===== src/rtl/mdunit_pkg.sv =====
// rtl/mdunit_pkg.sv - shared op and state encodings for the multiply/divide unit
package mdunit_pkg;

    localparam logic [1:0] MD_MULT  = 2'b00;
    localparam logic [1:0] MD_MULTU = 2'b01;
    localparam logic [1:0] MD_DIV   = 2'b10;
    localparam logic [1:0] MD_DIVU  = 2'b11;

    localparam logic [1:0] MD_IDLE  = 2'd0;
    localparam logic [1:0] MD_RUN   = 2'd1;
    localparam logic [1:0] MD_FIX   = 2'd2;

    function automatic logic mdIsDiv(input logic [1:0] op);
        return op[1];
    endfunction

    function automatic logic mdIsSigned(input logic [1:0] op);
        return ~op[0];
    endfunction

endpackage


===== src/rtl/mdunit_if.sv =====
// rtl/mdunit_if.sv - E-stage controller to multiply/divide unit connection
interface mdunit_if #(parameter int WIDTH = 32);
    logic             mdstartE;
    logic [1:0]       mdopE;
    logic [WIDTH-1:0] srcaE;
    logic [WIDTH-1:0] srcbE;
    logic             hilowriteE;
    logic             hiloselE;
    logic             cancelE;
    logic             stallE;
    logic             mdrunE;
    logic [WIDTH-1:0] hiloutE;
    logic [WIDTH-1:0] hi;
    logic [WIDTH-1:0] lo;

    modport master (
        output mdstartE, mdopE, srcaE, srcbE, hilowriteE, hiloselE, cancelE, stallE,
        input  mdrunE, hiloutE, hi, lo
    );

    modport slave (
        input  mdstartE, mdopE, srcaE, srcbE, hilowriteE, hiloselE, cancelE, stallE,
        output mdrunE, hiloutE, hi, lo
    );
endinterface


===== src/rtl/mdunit_signfix.sv =====
// rtl/mdunit_signfix.sv - conditional two's-complement negate (abs when neg is the sign bit)
module md_signfix #(
    parameter int WIDTH = 32
) (
    input  logic [WIDTH-1:0] a,
    input  logic             neg,
    output logic [WIDTH-1:0] y
);
    assign y = neg ? ((~a) + WIDTH'(1)) : a;
endmodule


===== src/rtl/mdunit.sv =====
// rtl/mdunit.sv - iterative MULT/MULTU/DIV/DIVU unit owning HI/LO
module mdunit
    import mdunit_pkg::*;
#(
    parameter int WIDTH = 32
) (
    input  logic     clk,
    input  logic     reset,
    mdunit_if.slave  bus
);
    localparam int CW = $clog2(WIDTH);

    logic [1:0]         state;
    logic [CW-1:0]      counter;
    logic [WIDTH-1:0]   opReg;
    logic [WIDTH-1:0]   rawA;
    logic [WIDTH-1:0]   hiReg;
    logic [WIDTH-1:0]   loReg;
    logic [2*WIDTH-1:0] acc;
    logic               signA;
    logic               signB;
    logic               isDiv;
    logic               divZero;

    logic               signedOp;
    logic               startDiv;
    logic [WIDTH-1:0]   absA;
    logic [WIDTH-1:0]   absB;
    logic [WIDTH:0]     mulSum;
    logic [WIDTH:0]     divTrial;
    logic [WIDTH:0]     divDiff;
    logic               qBit;
    logic [2*WIDTH-1:0] accNext;
    logic [2*WIDTH-1:0] prodFix;
    logic [WIDTH-1:0]   quotFix;
    logic [WIDTH-1:0]   remFix;

    assign signedOp = mdIsSigned(bus.mdopE);
    assign startDiv = mdIsDiv(bus.mdopE);

    md_signfix #(.WIDTH(WIDTH)) uAbsA (.a(bus.srcaE), .neg(signedOp & bus.srcaE[WIDTH-1]), .y(absA));
    md_signfix #(.WIDTH(WIDTH)) uAbsB (.a(bus.srcbE), .neg(signedOp & bus.srcbE[WIDTH-1]), .y(absB));

    // Multiply: acc = {partial product, remaining multiplier bits}, shifting right.
    // Divide:   acc = {partial remainder, remaining dividend bits / quotient bits}, shifting left.
    assign mulSum   = {1'b0, acc[2*WIDTH-1:WIDTH]} + (acc[0] ? {1'b0, opReg} : '0);
    assign divTrial = {acc[2*WIDTH-1:WIDTH], acc[WIDTH-1]};
    assign divDiff  = divTrial - {1'b0, opReg};
    assign qBit     = ~divDiff[WIDTH];

    always_comb begin
        accNext = acc;
        if (isDiv)
            accNext = {(qBit ? divDiff[WIDTH-1:0] : divTrial[WIDTH-1:0]), acc[WIDTH-2:0], qBit};
        else
            accNext = {mulSum, acc[WIDTH-1:1]};
    end

    md_signfix #(.WIDTH(2*WIDTH)) uProd (.a(acc), .neg(signA ^ signB), .y(prodFix));
    md_signfix #(.WIDTH(WIDTH))   uQuot (.a(acc[WIDTH-1:0]), .neg(signA ^ signB), .y(quotFix));
    md_signfix #(.WIDTH(WIDTH))   uRem  (.a(acc[2*WIDTH-1:WIDTH]), .neg(signA), .y(remFix));

    always_ff @(posedge clk or posedge reset) begin
        if (reset) begin
            state   <= MD_IDLE;
            counter <= '0;
            opReg   <= '0;
            rawA    <= '0;
            hiReg   <= '0;
            loReg   <= '0;
            acc     <= '0;
            signA   <= 1'b0;
            signB   <= 1'b0;
            isDiv   <= 1'b0;
            divZero <= 1'b0;
        end else begin
            case (state)
                MD_IDLE: begin
                    if (bus.mdstartE && !bus.stallE && !bus.cancelE) begin
                        state   <= MD_RUN;
                        counter <= CW'(WIDTH-1);
                        isDiv   <= startDiv;
                        signA   <= signedOp & bus.srcaE[WIDTH-1];
                        signB   <= signedOp & bus.srcbE[WIDTH-1];
                        rawA    <= bus.srcaE;
                        divZero <= (bus.srcbE == '0);
                        opReg   <= startDiv ? absB : absA;
                        acc     <= {{WIDTH{1'b0}}, (startDiv ? absA : absB)};
                    end else if (bus.hilowriteE && !bus.stallE) begin
                        if (bus.hiloselE)
                            hiReg <= bus.srcaE;
                        else
                            loReg <= bus.srcaE;
                    end
                end
                MD_RUN: begin
                    if (bus.cancelE) begin
                        state <= MD_IDLE;
                    end else begin
                        acc     <= accNext;
                        counter <= counter - CW'(1);
                        if (counter == '0)
                            state <= MD_FIX;
                    end
                end
                MD_FIX: begin
                    state <= MD_IDLE;
                    if (!bus.cancelE) begin
                        if (!isDiv) begin
                            hiReg <= prodFix[2*WIDTH-1:WIDTH];
                            loReg <= prodFix[WIDTH-1:0];
                        end else if (divZero) begin
                            hiReg <= rawA;
                            loReg <= '1;
                        end else begin
                            hiReg <= remFix;
                            loReg <= quotFix;
                        end
                    end
                end
                default: state <= MD_IDLE;
            endcase
        end
    end

    assign bus.mdrunE  = (state != MD_IDLE);
    assign bus.hi      = hiReg;
    assign bus.lo      = loReg;
    assign bus.hiloutE = bus.hiloselE ? hiReg : loReg;
endmodule


===== src/flat_wrapper.sv =====
// flat-port wrapper written by rule: the top's interface ports become plain ports
module mdunit_flat import mdunit_pkg::*;
#(
    parameter int WIDTH = 32
)
  (clk, reset, bus_mdstartE, bus_mdopE, bus_srcaE, bus_srcbE, bus_hilowriteE, bus_hiloselE, bus_cancelE, bus_stallE, bus_mdrunE, bus_hiloutE, bus_hi, bus_lo);
  mdunit_if #(.WIDTH(WIDTH)) bus_i ();
  input  logic clk;
  input  logic reset;
  input wire logic [$bits(bus_i.mdstartE)-1:0] bus_mdstartE;
  input wire logic [$bits(bus_i.mdopE)-1:0] bus_mdopE;
  input wire logic [$bits(bus_i.srcaE)-1:0] bus_srcaE;
  input wire logic [$bits(bus_i.srcbE)-1:0] bus_srcbE;
  input wire logic [$bits(bus_i.hilowriteE)-1:0] bus_hilowriteE;
  input wire logic [$bits(bus_i.hiloselE)-1:0] bus_hiloselE;
  input wire logic [$bits(bus_i.cancelE)-1:0] bus_cancelE;
  input wire logic [$bits(bus_i.stallE)-1:0] bus_stallE;
  output wire logic [$bits(bus_i.mdrunE)-1:0] bus_mdrunE;
  output wire logic [$bits(bus_i.hiloutE)-1:0] bus_hiloutE;
  output wire logic [$bits(bus_i.hi)-1:0] bus_hi;
  output wire logic [$bits(bus_i.lo)-1:0] bus_lo;
  assign bus_i.mdstartE = bus_mdstartE;
  assign bus_i.mdopE = bus_mdopE;
  assign bus_i.srcaE = bus_srcaE;
  assign bus_i.srcbE = bus_srcbE;
  assign bus_i.hilowriteE = bus_hilowriteE;
  assign bus_i.hiloselE = bus_hiloselE;
  assign bus_i.cancelE = bus_cancelE;
  assign bus_i.stallE = bus_stallE;
  assign bus_mdrunE = bus_i.mdrunE;
  assign bus_hiloutE = bus_i.hiloutE;
  assign bus_hi = bus_i.hi;
  assign bus_lo = bus_i.lo;
  mdunit #(.WIDTH(WIDTH)) u_core (.clk(clk), .reset(reset), .bus(bus_i));
endmodule

===== config.mk =====
export PLATFORM = sky130hd
export DESIGN_NAME = mdunit_flat
export DESIGN_NICKNAME = d
export VERILOG_FILES = /design/src/rtl/mdunit_pkg.sv /design/src/rtl/mdunit_if.sv /design/src/rtl/mdunit_signfix.sv /design/src/rtl/mdunit.sv /design/src/flat_wrapper.sv
export SDC_FILE = /design/constraint.sdc
export NUM_CORES = 1
export LEC_CHECK = 0
export CAP_MARGIN = 40
export CORE_ASPECT_RATIO = 2
export CORE_UTILIZATION = 25
export CTS_CLUSTER_SIZE = 28
export DETAILED_ROUTE_END_ITERATION = 7
export PLACE_DENSITY = 0.48
export SETUP_SLACK_MARGIN = 0.4
export SLEW_MARGIN = 20
export SYNTH_ARGS = -nofsm -noshare
export SYNTH_HDL_FRONTEND = slang
export SYNTH_SLANG_ARGS = --single-unit

===== constraint.sdc =====
create_clock -name clk -period 7.2 [get_ports clk]
set_clock_uncertainty 0.05 [all_clocks]
set_input_delay 1.44 -clock clk [delete_from_list [all_inputs] [get_ports clk]]
set_output_delay 1.44 -clock clk [all_outputs]
set_load 0.01 [all_outputs]

==> results_tabular.tex <==
\begin{tabular}{lr}
\hline
Metric & Value \\
\hline
\multicolumn{2}{l}{\textbf{Yosys}} \\
\quad Avg Cell Area, Syn & 7.621 µm² \\
\quad Cell area after synthesis & 17630 µm² \\
\quad Register bit total from synthesis & 203 \\
\quad Total of warnings raised by yosys & 0 \\
\quad Top cells by area in the synthesized netlist & sky130\_fd\_sc\_hd\_\_dfrtp\_1, sky130\_fd\_sc\_hd\_\_nand2\_1, sky130\_fd\_sc\_hd\_\_a21oi\_1 \\
\quad Most frequent cells after synthesis & sky130\_fd\_sc\_hd\_\_nand2\_1, sky130\_fd\_sc\_hd\_\_nor2\_1, sky130\_fd\_sc\_hd\_\_a21oi\_1 \\
\quad Syn\_nets & 2459 \\
\quad Share of synthesized flip-flops with an asynchronous set or reset & 100.0\% \\
\quad Number of enable-type register cells in the synthesized netlist & 0 \\
\quad Top flip-flop cell by instance count after synthesis & sky130\_fd\_sc\_hd\_\_dfrtp\_1 \\
\quad Number of standard cells after synthesis & 2314 \\
\quad Cell with the most instances after synthesis & sky130\_fd\_sc\_hd\_\_nand2\_1 \\
\quad Library cell occupying the most area in the post-synthesis netlist & sky130\_fd\_sc\_hd\_\_dfrtp\_1 \\
\quad Area share of the largest cell type after synthesis & 28.81\% \\
\quad Distinct cell type count after synthesis & 89 \\
\quad Part of the Yosys area used for sequential elements & 28.81\% \\
\multicolumn{2}{l}{\textbf{Clock tree}} \\
\quad Clock-pin slew of the registers on the worst-case setup and hold paths & 0.07 ns \\
\quad Sink Count & 203 \\
\quad Maximum level of the CTS H-tree & 1 \\
\quad Setup bufs post-CTS & 0 \\
\quad CTS Root Buffer Type & sky130\_fd\_sc\_hd\_\_clkbuf\_16 \\
\quad Number of clock buffers inserted by TritonCTS & 22 \\
\quad TritonCTS clock tree & built \\
\quad Largest buffer count on any clock path & 3 \\
\quad Number of hold buffers added after CTS & 0 \\
\quad Post\_cts resized & 0 \\
\quad Latest clock arrival within the worst-skew pair & 0.58 ns \\
\multicolumn{2}{l}{\textbf{Placement}} \\
\quad Cell Count Post-Placement & 3270 \\
\quad Total of buffers placed on input and output ports & 169 \\
\quad Placer congestion estimate & 0.9834 \\
\quad Post-DP HPWL & 64560 µm \\
\quad Setup Slack @ Placement & 2.026 ns \\
\multicolumn{2}{l}{\textbf{Global route}} \\
\quad Initial antenna violation count & 2 \\
\quad Gr usage total & 22.88\% \\
\quad Most utilized layer in the global route result & met2 \\
\quad Maximum number of pins on one net before global-route repair & 101 \\
\quad Via count of the first global-routing pass & 18210 \\
\quad Global-route met3 utilization & 1.904\% \\
\quad Grt ovf & 0 \\
\quad Met2 Resource Use GR & 43.36\% \\
\quad Global-route track usage on met1 & 23.65\% \\
\quad Global-route wire length before repair & 121200 µm \\
\multicolumn{2}{l}{\textbf{Floorplan}} \\
\quad Core area & 69770 µm² \\
\quad Initial core utilization & 25.28\% \\
\quad Horizontal die dimension & 189.8 µm \\
\quad I/O pin cnt & 170 \\
\quad Die Span Y & 377.6 µm \\
\quad Area enclosed by the die boundary & 71670 µm² \\
\quad Core Rows & 137 \\
\multicolumn{2}{l}{\textbf{Drt}} \\
\quad 1st-iter DRT viols & 1477 \\
\quad First-pass iteration count of the detailed router & 6 \\
\quad Count of nets left with antenna violations after detail routing & 0 \\
\quad Final routed wire length divided by cell count & 24.96 µm \\
\quad Routed wire length & 82690 µm \\
\quad Number of design rule violations left after detail routing & 0 \\
\quad Via density per instance & 5.527 \\
\quad Total number of vias & 18312 \\
\multicolumn{2}{l}{\textbf{Power}} \\
\quad Power, Total & 7.737 mW \\
\quad Leakage power of the design & 8.733 nW \\
\quad Worst ir drop on vdd & 0.1672 mV \\
\quad PD cells & 369.1 nW/µm² \\
\multicolumn{2}{l}{\textbf{Run}} \\
\quad Max-cap violations & 0 \\
\multicolumn{2}{l}{\textbf{Worst setup path}} \\
\quad Class of the most critical setup path & in -> reg \\
\quad CP Max Fanout & 8 \\
\quad Category of cells accounting for the largest share of critical-path delay & simple AND/OR/NAND/NOR gates \\
\quad Max stage delay on crit path & 0.64 ns \\
\quad Worst EP required & 7.60 ns \\
\quad Critical Path Sink Type & flop \\
\quad CP max stage cell & sky130\_fd\_sc\_hd\_\_or4\_4 \\
\quad Number of buffers and inverters on the critical path & 1 \\
\quad Data arrival time at the worst-slack endpoint & 5.05 ns \\
\quad Cells traversed along the worst timing path & clkdlybuf4s50\_1 > or4\_4 > or3\_1 > or4\_1 > nor2b\_1 > a21oi\_1 > xnor2\_1 > mux2i\_1 > mux2\_2 \\
\quad Category of the worst setup path launch point & input pin \\
\multicolumn{2}{l}{\textbf{Timing}} \\
\quad Setup\_tns & 0 ns \\
\quad Highest Clock Rate & 215.0 MHz \\
\quad Count of endpoints failing hold in the final timing report & 0 \\
\quad Worst Setup Slack, final & 2.549 ns \\
\quad Hold Slack & 0.4253 ns \\
\quad Max-slew violations & 0 \\
\quad RSZ-0062 raised after global routing & no \\
\quad Minimum clock period & 4.651 ns \\
\quad Least-Margin Pin Slew & 0.8550 ns \\
\quad Final worst path period share & 64.59\% \\
\quad Relative slew slack & 42.56\% \\
\quad Finish-stage setup viols & 0 \\
\multicolumn{2}{l}{\textbf{Finish}} \\
\quad Number of nets in the final layout & 2539 \\
\quad Area added between synthesis and finish & 18.87\% \\
\quad Inserted Diodes & 0 \\
\quad Non-filler instance count after layout & 3313 \\
\quad Share of layout cells above drive strength 1 & 6.846\% \\
\multicolumn{2}{l}{\textbf{Min path}} \\
\quad Worst hold path type & reg -> reg \\
\multicolumn{2}{l}{\textbf{Run status}} \\
\quad Outcome & finished, final reports clean \\
\hline
\end{tabular}
## metal layers
metal | vias up | routed length (µm) | share of wire [%]
met2 | 780 | 44040 | 53
li1 | 8430 | - | -
met3 | 227 | 3432 | 4.2
met4 | 2 | 5821 | 7.0
met5 | - | 12 | 0.015
met1 | 8873 | 29380 | 36
## through the flow
step	cell area [µm²]	utilization [%]
finish	20960	30.05
detailed placement	20170	28.92
global route	20960	30.05
floorplan	17640	-
global placement	20070	28.76
CTS	20930	30.00
## flip-flops by register name (all words and copies together) (netlist names)
register,count
u_core.counter,5
u_core.signA,1
u_core.opReg,32
u_core.bus.lo,32
u_core.rawA,32
u_core.acc,64
u_core.state,2
u_core.isDiv,1
u_core.bus.hi,32
u_core.divZero,1
u_core.signB,1
## worst reg2reg max path, delay by kind of cell (launching register included)
kind | cells | cell delay, ns
adders and majority gates | 2 | 0.67
and+or+nand+nor | 4 | 0.68
buffers and inverters | 3 | 0.85
AOI/OAI and AO/OA | 4 | 1.24
muxes | 1 | 0.45
DFF | 1 | 0.41
## report_power, final
group	leakage, nW	internal [mW]	switching [mW]
Sequential	2.50	1.46	0.615
Clock	0.354	0.694	0.568
Combinational	5.88	1.78	2.62
## final timing paths
check / start / endpoint / slack [ns] / cells after the start
worst max-delay path: bus_srcaE[6] / u_core.opReg[25]$_DFFE_PP0P_ / 2.55 / 9
worst min-delay path: u_core.rawA[26]$_DFFE_PP0P_ / u_core.rawA[26]$_DFFE_PP0P_ / 0.43 / 2
worst max register to register: u_core.acc[31]$_DFFE_PP0P_ / u_core.acc[61]$_DFFE_PP0P_ / 2.71 / 14
worst min register to register: u_core.rawA[26]$_DFFE_PP0P_ / u_core.rawA[26]$_DFFE_PP0P_ / 0.43 / 2
max in group asynchronous: reset / u_core.bus.lo[3]$_DFFE_PP0P_ / 4.94 / 4
min in group asynchronous: reset / u_core.bus.lo[11]$_DFFE_PP0P_ / 1.07 / 2
## cell type report
cell class	count	area [µm²]
Tap cell	903	1130
Clock inverter	9	125.1
Clock buffer	31	634.4
Timing Repair Buffer	222	2152
Sequential cell	203	5084
Multi-Input combinational cell	1875	11570
Fill cell	7464	48800
Inverter	70	266.5
## cell usage in the layout, fill, tap and decap left out, types with 13 or more instances in the layout
| cell | netlist | layout |
|---|---|---|
| sky130_fd_sc_hd__xnor2_1 | 89 | 88 |
| sky130_fd_sc_hd__and3_1 | 19 | 19 |
| sky130_fd_sc_hd__nor3_1 | 54 | 53 |
| sky130_fd_sc_hd__nor2_1 | 243 | 240 |
| sky130_fd_sc_hd__inv_1 | 68 | 67 |
| sky130_fd_sc_hd__nand3_1 | 40 | 40 |
| sky130_fd_sc_hd__mux2_2 | 39 | 39 |
| sky130_fd_sc_hd__o22ai_1 | 45 | 45 |
| sky130_fd_sc_hd__clkbuf_16 | 0 | 22 |
| sky130_fd_sc_hd__nand2b_1 | 22 | 22 |
| sky130_fd_sc_hd__o211ai_1 | 21 | 21 |
| sky130_fd_sc_hd__a21o_1 | 26 | 26 |
| sky130_fd_sc_hd__a22oi_1 | 17 | 17 |
| sky130_fd_sc_hd__nand2_1 | 311 | 311 |
| sky130_fd_sc_hd__buf_4 | 3 | 42 |
| sky130_fd_sc_hd__ha_1 | 70 | 70 |
| sky130_fd_sc_hd__dfrtp_1 | 203 | 202 |
| sky130_fd_sc_hd__o21ai_0 | 222 | 222 |
| sky130_fd_sc_hd__mux2i_1 | 51 | 51 |
| sky130_fd_sc_hd__o31ai_1 | 21 | 21 |
| sky130_fd_sc_hd__nor2b_1 | 14 | 13 |
| sky130_fd_sc_hd__nor4_1 | 17 | 16 |
| sky130_fd_sc_hd__xor2_1 | 84 | 83 |
| sky130_fd_sc_hd__a31oi_1 | 33 | 33 |
| sky130_fd_sc_hd__a211oi_1 | 21 | 21 |
| sky130_fd_sc_hd__clkdlybuf4s50_1 | 0 | 167 |
| sky130_fd_sc_hd__nand4_1 | 14 | 14 |
| sky130_fd_sc_hd__a21oi_1 | 228 | 228 |
## kinds of logic after synthesis
family | share of synthesized area [%]
xor gates and xnor gates | 8.592
and+or+nand+nor | 20.63
muxes | 5.385
buffers and inverters | 5.967
adders and majority gates | 5.194
DFF | 28.81
AOI/OAI and AO/OA | 25.43
No activity file was read; power rests on OpenSTA's default activity.
